## config.mk

```make
export PLATFORM = sky130hd
export DESIGN_NAME = bcd_mmss_timer
export DESIGN_NICKNAME = d
export VERILOG_FILES = /design/src/rtl/bcd_mmss_timer.sv
export SDC_FILE = /design/constraint.sdc
export NUM_CORES = 1
export LEC_CHECK = 0
export CAP_MARGIN = 25
export CELL_PAD_IN_SITES_DETAIL_PLACEMENT = 1
export CELL_PAD_IN_SITES_GLOBAL_PLACEMENT = 2
export CORE_MARGIN = 4
export CORE_UTILIZATION = 38
export DETAILED_ROUTE_END_ITERATION = 16
export PLACE_DENSITY_LB_ADDON = 0.15
export SLEW_MARGIN = 20
export SYNTH_ARGS = -nofsm -noshare
export SYNTH_HDL_FRONTEND = slang
export SYNTH_SLANG_ARGS = --single-unit
```

## constraint.sdc

```tcl
create_clock -name CLK -period 17.4 [get_ports CLK]
set_input_delay 5.22 -clock CLK [delete_from_list [all_inputs] [get_ports CLK]]
set_output_delay 5.22 -clock CLK [all_outputs]
set_load 0.1 [all_outputs]
```

## src/rtl/bcd_mmss_timer.sv

```systemverilog
// MM:SS player timer: four BCD digits, up or down counting, preload, Fischer bonus, expiry flag.
module bcd_mmss_timer #(
  parameter int unsigned MAX_MIN   = 99,
  parameter int unsigned BONUS_SEC = 5
) (
  input  logic       CLK,
  input  logic       CLR,
  input  logic       CE,
  input  logic       IMPULSE,
  input  logic       MODE,
  input  logic       LOAD,
  input  logic [3:0] LD_MIN_TENS,
  input  logic [3:0] LD_MIN_UNITS,
  input  logic [3:0] LD_SEC_TENS,
  input  logic [3:0] LD_SEC_UNITS,
  input  logic       ADD_BONUS,
  output logic [3:0] min_tens,
  output logic [3:0] min_units,
  output logic [3:0] sec_tens,
  output logic [3:0] sec_units,
  output logic       OVERFLOW,
  output logic       EXPIRED,
  output logic       BONUS_LOST
);

  localparam int unsigned DW = 4;
  localparam int unsigned VW = 7;
  localparam logic [VW-1:0] MAX_M  = VW'(MAX_MIN);
  localparam logic [VW-1:0] BONUS  = VW'(BONUS_SEC);
  localparam logic [VW-1:0] LAST_S = VW'(59);

  // Two BCD digits to a binary value 0..99.
  function automatic logic [VW-1:0] bcd2bin(input logic [DW-1:0] t, input logic [DW-1:0] u);
    return VW'(t) * VW'(10) + VW'(u);
  endfunction

  // Limit a BCD digit to its legal maximum.
  function automatic logic [DW-1:0] clamp_digit(input logic [DW-1:0] d, input logic [DW-1:0] lim);
    return (d > lim) ? lim : d;
  endfunction

  logic [VW-1:0] cur_m, cur_s, nxt_m, nxt_s, ld_m, sum_s;
  logic          tick, bonus_ok;
  logic          nxt_exp, nxt_ovf, nxt_lost;

  assign cur_m    = bcd2bin(min_tens, min_units);
  assign cur_s    = bcd2bin(sec_tens, sec_units);
  assign tick     = IMPULSE & CE;
  assign bonus_ok = ADD_BONUS & MODE & ~EXPIRED;

  // Next time and flags; priority LOAD > ADD_BONUS > tick.
  always_comb begin
    nxt_m    = cur_m;
    nxt_s    = cur_s;
    nxt_exp  = EXPIRED;
    nxt_ovf  = 1'b0;
    nxt_lost = 1'b0;
    sum_s    = cur_s + BONUS;
    ld_m     = bcd2bin(clamp_digit(LD_MIN_TENS, DW'(9)), clamp_digit(LD_MIN_UNITS, DW'(9)));
    if (LOAD) begin
      if (ld_m > MAX_M) begin
        nxt_m = MAX_M;
        nxt_s = LAST_S;
      end else begin
        nxt_m = ld_m;
        nxt_s = bcd2bin(clamp_digit(LD_SEC_TENS, DW'(5)), clamp_digit(LD_SEC_UNITS, DW'(9)));
      end
      nxt_exp  = 1'b0;
      nxt_lost = tick;
    end else if (bonus_ok) begin
      if (sum_s > LAST_S) begin
        nxt_s = sum_s - VW'(60);
        nxt_m = cur_m + VW'(1);
      end else begin
        nxt_s = sum_s;
      end
      if (nxt_m > MAX_M) begin
        nxt_m = MAX_M;
        nxt_s = LAST_S;
      end
      nxt_lost = tick;
    end else if (tick) begin
      if (!MODE) begin
        if (cur_s == LAST_S) begin
          nxt_s = '0;
          if (cur_m >= MAX_M) begin
            nxt_m   = '0;
            nxt_ovf = 1'b1;
          end else begin
            nxt_m = cur_m + VW'(1);
          end
        end else begin
          nxt_s = cur_s + VW'(1);
        end
      end else begin
        if (cur_s != '0) begin
          nxt_s = cur_s - VW'(1);
        end else if (cur_m != '0) begin
          nxt_s = LAST_S;
          nxt_m = cur_m - VW'(1);
        end
        if (nxt_m == '0 && nxt_s == '0) nxt_exp = 1'b1;
      end
    end
  end

  // Time digits and flags register.
  always_ff @(posedge CLK or posedge CLR) begin
    if (CLR) begin
      min_tens   <= '0;
      min_units  <= '0;
      sec_tens   <= '0;
      sec_units  <= '0;
      OVERFLOW   <= 1'b0;
      EXPIRED    <= 1'b0;
      BONUS_LOST <= 1'b0;
    end else begin
      min_tens   <= DW'(nxt_m / VW'(10));
      min_units  <= DW'(nxt_m % VW'(10));
      sec_tens   <= DW'(nxt_s / VW'(10));
      sec_units  <= DW'(nxt_s % VW'(10));
      OVERFLOW   <= nxt_ovf;
      EXPIRED    <= nxt_exp;
      BONUS_LOST <= nxt_lost;
    end
  end

endmodule

```

==> results.txt, run 1 <==
----------------------------------------------------
[Clock network]
  TritonCTS clock tree ... built
  Total of cells resized after clock tree synthesis ... 0
  Count of H-tree levels built during CTS ... 1
  Clock-pin slew reported for the worst setup and hold paths after clock tree synthesis ... 0.06 ns
  Cts bufs inserted ... 3
  Number of setup buffers added after CTS ... 0
  CTS max path bufs ... 2
  Cts hold-fix bufs ... 0
  Clock tree root driver cell ... sky130_fd_sc_hd__clkbuf_16
  Number of sinks on the clock net ... 19
  Clock network latency to the later pin of the worst-skew pair ... 0.26 ns

[Run status]
  Result of the run ... complete, no violations

[Logic synthesis]
  Unique masters post-synth ... 91
  Yosys reg bits ... 19
  Yosys synthesis warning count ... 0
  Synth Net Count ... 661
  Post-synthesis async set-or-reset flop share ... 100.0%
  Avg Cell Area, Syn ... 7.617 um^2
  Dominant register cell in the synthesized netlist ... sky130_fd_sc_hd__dfrtp_1
  EDFF count, synth ... 0
  Combined area of all synthesized cells ... 4509 um^2
  Gate count after technology mapping ... 592
  Sequential element share of the synthesized area ... 10.54%

[STA]
  Actual transition at the worst max-transition pin ... 0.9987 ns
  Max Transition Viols Final ... 0
  Minimum clock period after layout ... 11.86 ns
  Post-Route Setup TNS ... 0 ns
  Setup-violating endpoint count in the final report ... 0
  Worst rel slew slack ... 33.21%
  Max Clock Freq ... 84.32 MHz
  Final hold violation count ... 0
  Final cycle utilization of the critical path ... 68.16%
  RSZ-0062 raised after global routing ... no
  Worst clock skew ... 0.004969 ns

[Hold path]
  Path category of the worst min-delay check ... reg2reg

[Setup path]
  Crit Path Category ... in2reg
  Max FO, Critical Path ... 8
  Slowest stage cell on the critical path ... sky130_fd_sc_hd__fa_1
  Startpoint type of the worst setup path ... input pin
  Delay contributed by the slowest stage of the critical path ... 0.53 ns
  Critical path data required time ... 17.58 ns
  Library cell appearing most often on the critical path ... sky130_fd_sc_hd__ha_1
  Crit path capture type ... flop
  Arrival time at the worst endpoint ... 12.03 ns

[Final layout]
  Layout area overhead ... 12.40%
  Fill cell total of the finished layout ... 1,436
  Post-route design area ... 5069 um^2
  Fraction of layout instances using a drive strength above 1 ... 6.230%
  Final layout net count ... 680
  Antenna diode count ... 0

[Global route]
  Maximum number of pins on one net before global-route repair ... 20
  Vias in the first global route ... 4,948
  First-pass GRT wire length ... 26,260 um
  Number of antenna violations at the first check in global routing ... 0
  Total global routing track utilization ... 23.92%
  Final global-route overflow total ... 0

[Floorplanning]
  X dimension of the die ... 116.9 um
  Row count ... 39
  Ports ... 42
  Standard cell core area ... 11,520 um^2
  Starting density of the core ... 39.16%
  Vertical die dimension ... 116.9 um
  Overall die area ... 13,670 um^2

[Route]
  Total iterations of the first detailed-routing run ... 5
  Post-detailed-route count of antenna-violating nets ... 0
  DRT iter0 DRCs ... 313
  Vias after detailed routing ... 4,894
  Vias per inst ... 6.499
  Per-cell routed wire length ... 21.28 um
  Overall routed net length ... 16,020 um
  DRC violations left ... 0

[Placement]
  Number of buffer cells added on primary ports ... 41
  Routability-driven placement congestion ratio ... 0.9547
  Placement-stage cell area ... 4989 um^2
  HPWL after detailed placement ... 12,800 um

[Run]
  Max cap viols ... 0

----------------------------------------------------
-- flip-flops by register name, indices dropped and copies added, names as in the netlist --
| name | flops |
|---|---|
| min_tens | 4 |
| min_units | 4 |
| sec_tens | 4 |
| EXPIRED | 1 |
| sec_units | 4 |
| OVERFLOW | 1 |
| BONUS_LOST | 1 |
-- area by class of cell --
| cell class | instances | area [um^2] | share of cell area, % |
|---|---|---|---|
| Sequential cell | 19 | 475.5 | 9.380 |
| Timing Repair Buffer | 46 | 447.9 | 8.837 |
| Multi-Input combinational cell | 512 | 3777 | 74.52 |
| Clock buffer | 3 | 75.07 | 1.481 |
| Clock inverter | 1 | 5.005 | 0.09874 |
| Inverter | 29 | 108.9 | 2.148 |
| Tap cell | 143 | 178.9 | 3.530 |
-- placed cells by master, fill, tap and decap left out, drive strengths merged, types with 12 or more instances in the layout --
| cell | count |
|---|---|
| ha | 39 |
| a31oi | 16 |
| nor3 | 30 |
| o21ai | 19 |
| dfrtp | 19 |
| nand2 | 37 |
| nor4 | 12 |
| xor2 | 12 |
| xnor2 | 26 |
| a211oi | 21 |
| nor2b | 14 |
| inv | 29 |
| a21oi | 47 |
| nand3 | 18 |
| nor2 | 44 |
| clkdlybuf4s50 | 41 |
-- kinds of logic (layout without fill, tap and decap cells) --
kind of cell               Yosys count  in the layout  share of synthesized area, %
AOI/OAI and AO/OA                  206            206                         33.96
xor gates and xnor gates            40             40                         8.935
adders and majority gates           47             47                         14.15
buffers and inverters               61             79                         5.688
DFF                                 19             19                         10.54
muxes                               10             10                         2.303
other                                1              1                       0.08316
and+or+nand+nor                    208            208                         24.33
-- through the flow --
step	utilization, %	hold WS, ns	std cells	worst slack [ns]
after CTS	44.01	0.7358	753	5.495
after global routing	44.01	0.7890	753	4.899
after detailed placement	43.32	0.7227	749	5.307
after global placement	43.32	0.7180	749	5.676
final	44.01	0.7667	753	5.541
after floorplan	-	1.089	592	6.363
-- final timing paths --
kind,from,to,slack [ns],cells after the start
max,LD_MIN_TENS[3],sec_units[2]$_DFF_PP0_,5.54,27
min,EXPIRED$_DFFE_PP0P_,EXPIRED$_DFFE_PP0P_,0.77,2
max reg2reg,min_tens[1]$_DFF_PP0_,sec_units[2]$_DFF_PP0_,10.09,25
min reg2reg,EXPIRED$_DFFE_PP0P_,EXPIRED$_DFFE_PP0P_,0.77,2
max in group asynchronous,CLR,sec_tens[2]$_DFF_PP0_,11.55,2
min in group asynchronous,CLR,OVERFLOW$_DFF_PP0_,5.39,2
-- worst max-delay path, delay by kind of cell --
kind / cells / cell delay, ns
buffers and inverters: 3 / 0.76
AND/OR/NAND/NOR: 6 / 1.04
multiplexers: 1 / 0.23
AO/OA/AOI/OAI: 10 / 2.72
XOR/XNOR: 1 / 0.22
adder cells (fa/ha/maj): 6 / 1.81
-- Yosys cell counts, drive strengths merged (4+ instances only) --
cell type	count	area, um^2
nor3b	4	30.03
o22ai	9	56.30
nor2	44	165.2
a21o	6	45.04
nor3	30	161.4
xor2	12	112.6
nand3	18	95.09
buf	8	56.29
ha	39	488.0
nand2	37	138.9
or2	5	31.28
o21ai	19	95.09
xnor2	26	242.7
nand2b	8	50.05
and3	9	61.31
o311ai	4	35.03
nor4	12	81.33
mux2i	7	70.07
clkbuf	24	91.33
dfrtp	19	475.5
a221oi	8	82.58
a2111oi	4	53.81
inv	29	108.9
fa	7	140.1
o31ai	7	57.55
a211oi	21	167.7
a211o	6	52.55
o211ai	11	87.58
a31oi	16	100.1
a21oi	47	239.0
o211a	4	40.04
o2111ai	5	43.79
nor2b	14	90.09
or3	6	37.54
a311oi	5	43.79
nand4	8	50.05
-- layer usage --
layer	global-route usage [%]	up-vias	share of wire [%]
li1	-	2317	-
met1	34.20	2401	47
met2	37.69	154	45
met3	3.856	22	6.2
met4	5.887	0	1.7
met5	0	-	0
Power of run 1 is left out: the tool's default activity adds up to more than one toggle a clock period on the data nets, which glitch-free logic cannot reach.
==> run 2: changes to the inputs <==
--- a/config.mk
+++ b/config.mk
@@ -9,7 +9,7 @@
 export CELL_PAD_IN_SITES_DETAIL_PLACEMENT = 1
 export CELL_PAD_IN_SITES_GLOBAL_PLACEMENT = 2
 export CORE_MARGIN = 4
-export CORE_UTILIZATION = 38
+export CORE_UTILIZATION = 32
 export DETAILED_ROUTE_END_ITERATION = 16
 export PLACE_DENSITY_LB_ADDON = 0.15
 export SLEW_MARGIN = 20
==> constraint.sdc (replaced) <==
create_clock -name CLK -period 10.9 [get_ports CLK]
set_input_delay 3.27 -clock CLK [delete_from_list [all_inputs] [get_ports CLK]]
set_output_delay 3.27 -clock CLK [all_outputs]
set_load 0.1 [all_outputs]
==> run 2 against run 1 <==
Compared with the run above:
- non-clock buffer count did not move
- sequential share of layout area fell by 0.085 points
- flip-flop and latch count did not move
- setup slack got worse by 4.5 ns
- die area up 17%
- worst hold slack lost 0.034 ns
- global-route usage is 3.2 points lower
- first-iteration DRC count is 23% lower
- wire length rose by 4.8%
- critical path type unchanged
- largest cell class unchanged
==> results.txt, run 2 (synthesis gave the netlist of run 1 again) <==
----------------------------------------------------
[STA]
  Max Clock Freq ... 101.2 MHz
  Final cycle utilization of the critical path ... 90.70%
  Max Transition Viols Final ... 0 (unchanged)
  Worst rel slew slack ... 33.42% (was 33.21%)
  Worst clock skew ... 0.004956 ns (was 0.004969 ns)
  Actual transition at the worst max-transition pin ... 0.9957 ns (was 0.9987 ns)
  Setup-violating endpoint count in the final report ... 0 (unchanged)
  RSZ-0062 raised after global routing ... no (unchanged)
  PnR worst setup slack ... 1.014 ns (was 5.541 ns)
  Final hold violation count ... 0 (unchanged)
  Post-Route Setup TNS ... 0 ns (unchanged)
  Minimum clock period after layout ... 9.886 ns

[Route]
  Post-detailed-route count of antenna-violating nets ... 0 (unchanged)
  DRT iter0 DRCs ... 242 (was 313)
  Overall routed net length ... 16,800 um (was 16,020 um)
  Total iterations of the first detailed-routing run ... 7 (was 5)
  Per-cell routed wire length ... 21.26 um (was 21.28 um)
  Vias after detailed routing ... 4,891 (was 4,894)
  Vias per inst ... 6.191 (was 6.499)
  DRC violations left ... 0 (unchanged)

[Clock network]
  Clock-pin slew reported for the worst setup and hold paths after clock tree synthesis ... 0.06 ns (about the same)
  Count of H-tree levels built during CTS ... 1 (unchanged)
  Number of setup buffers added after CTS ... 0 (unchanged)
  Number of sinks on the clock net ... 19 (unchanged)
  Clock tree root driver cell ... sky130_fd_sc_hd__clkbuf_16 (unchanged)
  TritonCTS clock tree ... built (unchanged)
  Cts hold-fix bufs ... 0 (unchanged)
  CTS max path bufs ... 2 (unchanged)
  Cts bufs inserted ... 3 (unchanged)
  Total of cells resized after clock tree synthesis ... 0 (unchanged)
  Clock network latency to the later pin of the worst-skew pair ... 0.26 ns (about the same)

[Setup path]
  Critical path data required time ... 11.07 ns (was 17.58 ns)
  Max FO, Critical Path ... 8 (unchanged)
  R2R cell count ... 26 (was 25)
  Arrival time at the worst endpoint ... 10.06 ns (was 12.03 ns)
  Origin of the critical flop-to-flop path ... sec_tens[3]$_DFF_PP0_ (was min_tens[1]$_DFF_PP0_)
  Crit path capture type ... flop (unchanged)
  Internal reg-to-reg setup slack ... 3.57 ns (was 10.09 ns)
  Startpoint type of the worst setup path ... input pin (unchanged)
  Reg-to-Reg End ... sec_units[2]$_DFF_PP0_ (unchanged)
  Crit Path Category ... in2reg (unchanged)

[Hold path]
  Path category of the worst min-delay check ... reg2reg (unchanged)
  Hold Crit Start ... EXPIRED$_DFFE_PP0P_ (unchanged)
  Worst Hold End ... EXPIRED$_DFFE_PP0P_ (unchanged)
  Hold depth ... 2 (unchanged)

[Run]
  Max cap viols ... 0 (unchanged)

[Final layout]
  Fraction of layout instances using a drive strength above 1 ... 6.230% (unchanged)
  Fill cell total of the finished layout ... 1,677 (was 1,436)
  Leading cell types in the layout, fill and taps excluded ... 46 x sky130_fd_sc_hd__a21oi_1, 44 x sky130_fd_sc_hd__nor2_1, 41 x sky130_fd_sc_hd__clkdlybuf4s50_1 (unchanged)
  Antenna diode count ... 0 (unchanged)
  Multi-input logic area ... 3777 um^2 (unchanged)
  Leading cell type in the layout, fill and taps excluded ... sky130_fd_sc_hd__a21oi_1 (unchanged)
  Final layout net count ... 680 (unchanged)
  Layout area overhead ... 13.43% (was 12.40%)
  FF+latch area ... 475.5 um^2 (unchanged)

[Placement]
  Number of buffer cells added on primary ports ... 41 (unchanged)
  Routability-driven placement congestion ratio ... 0.9433 (was 0.9547)
  HPWL after detailed placement ... 13,400 um (was 12,800 um)
  Post-Place Setup Slack ... 0.6972 ns (was 5.307 ns)

[Run status]
  Result of the run ... complete, no violations (unchanged)

[Floorplanning]
  Standard cell core area ... 13,830 um^2 (was 11,520 um^2)
  Row count ... 43 (was 39)
  Starting density of the core ... 32.61% (was 39.16%)
  Overall die area ... 16,060 um^2 (was 13,670 um^2)
  X dimension of the die ... 126.7 um (was 116.9 um)
  Vertical die dimension ... 126.7 um (was 116.9 um)
  Ports ... 42 (unchanged)

[Global route]
  Maximum number of pins on one net before global-route repair ... 20 (unchanged)
  Met1 usage in global routing ... 29.30% (was 34.20%)
  Total global routing track utilization ... 20.70% (was 23.92%)
  Vias in the first global route ... 4,990 (was 4,948)
  Final global-route overflow total ... 0 (unchanged)
  First-pass GRT wire length ... 27,330 um (was 26,260 um)
  Global-route layer with the greatest usage ... met2 (unchanged)
  Met2 usage in global routing ... 33.66% (was 37.69%)
  Number of antenna violations at the first check in global routing ... 0 (unchanged)
  Met3 Resource Use GR ... 2.274% (was 3.856%)

----------------------------------------------------
==> run 2: cell counts in the layout (fill, tap and decap cells not counted) <==
Identical to the previous run, type by type.
==> run 2: area by class of cell <==
cell class	instances	share of cell area (%)
clock buffer	3	1.468
clock inverter	1	0.09785
inverter	29	2.128
tap	180	4.403
timing repair buffer	46	8.757
sequential	19	9.295
multi-input combinational	512	73.85
==> run 2: worst max-delay path, cell delays in order <==
cell	delay (ns)
sky130_fd_sc_hd__clkdlybuf4s50_1	0.51
sky130_fd_sc_hd__nor2b_1	0.35
sky130_fd_sc_hd__ha_1	0.31
sky130_fd_sc_hd__ha_1	0.21
sky130_fd_sc_hd__fa_1	0.54
sky130_fd_sc_hd__nand2_1	0.08
sky130_fd_sc_hd__o31a_1	0.29
sky130_fd_sc_hd__o21a_1	0.23
sky130_fd_sc_hd__a211oi_1	0.22
sky130_fd_sc_hd__buf_4	0.20
sky130_fd_sc_hd__nor2_1	0.07
sky130_fd_sc_hd__a311oi_1	0.42
sky130_fd_sc_hd__o311a_1	0.34
sky130_fd_sc_hd__a31oi_1	0.07
sky130_fd_sc_hd__ha_1	0.33
sky130_fd_sc_hd__or2_1	0.27
sky130_fd_sc_hd__o2111ai_1	0.23
sky130_fd_sc_hd__nand3_2	0.21
sky130_fd_sc_hd__ha_1	0.23
sky130_fd_sc_hd__inv_1	0.07
sky130_fd_sc_hd__o31ai_1	0.08
sky130_fd_sc_hd__a31o_1	0.35
sky130_fd_sc_hd__xnor2_1	0.23
sky130_fd_sc_hd__ha_1	0.22
sky130_fd_sc_hd__nor2_1	0.09
sky130_fd_sc_hd__a2111oi_4	0.40
sky130_fd_sc_hd__mux2i_1	0.23
==> run 2: per-stage QoR <==
step                      area, um^2  hold WS [ns]  std cells  util, %
final                           5115        0.7331        790    36.99
after global routing            5115        0.7494        790    36.99
after CTS                       5115        0.7077        790    36.99
after detailed placement        5035        0.6927        786    36.41
after global placement          5035        0.7057        786    36.41
after floorplan                 4509         1.089        592        -
==> run 2: worst max path at each step <==
stage	startpoint	to	slack, ns	cells past startpoint
global route	LD_MIN_TENS[3]	sec_units[2]$_DFF_PP0_	0.39	27
global placement	LD_MIN_TENS[3]	sec_units[2]$_DFF_PP0_	1.12	27
detailed placement	LD_MIN_TENS[3]	sec_units[2]$_DFF_PP0_	0.70	27
CTS	LD_MIN_TENS[3]	sec_units[2]$_DFF_PP0_	0.95	27
floorplan	LD_MIN_TENS[1]	sec_units[2]$_DFF_PP0_	1.81	27
finish	LD_MIN_TENS[3]	sec_units[2]$_DFF_PP0_	1.01	27
==> run 2: per-layer routing <==
layer  wire (um)  up-vias
met1        7786     2399
met2        7796      157
met5           0        -
li1            -     2311
met3         937       24
met4         277        0
Power of run 2 is left out for the same reason.
==> run 3: changes to the inputs <==
--- a/config.mk
+++ b/config.mk
@@ -10,6 +10,7 @@
 export CELL_PAD_IN_SITES_GLOBAL_PLACEMENT = 2
 export CORE_MARGIN = 4
 export CORE_UTILIZATION = 32
+export CTS_CLUSTER_SIZE = 10
 export DETAILED_ROUTE_END_ITERATION = 16
 export PLACE_DENSITY_LB_ADDON = 0.15
 export SLEW_MARGIN = 20
==> results of run 3 <==
The final DEF is identical to that of run 2; final timing and power are the same.
Power of run 3 is left out for the same reason.
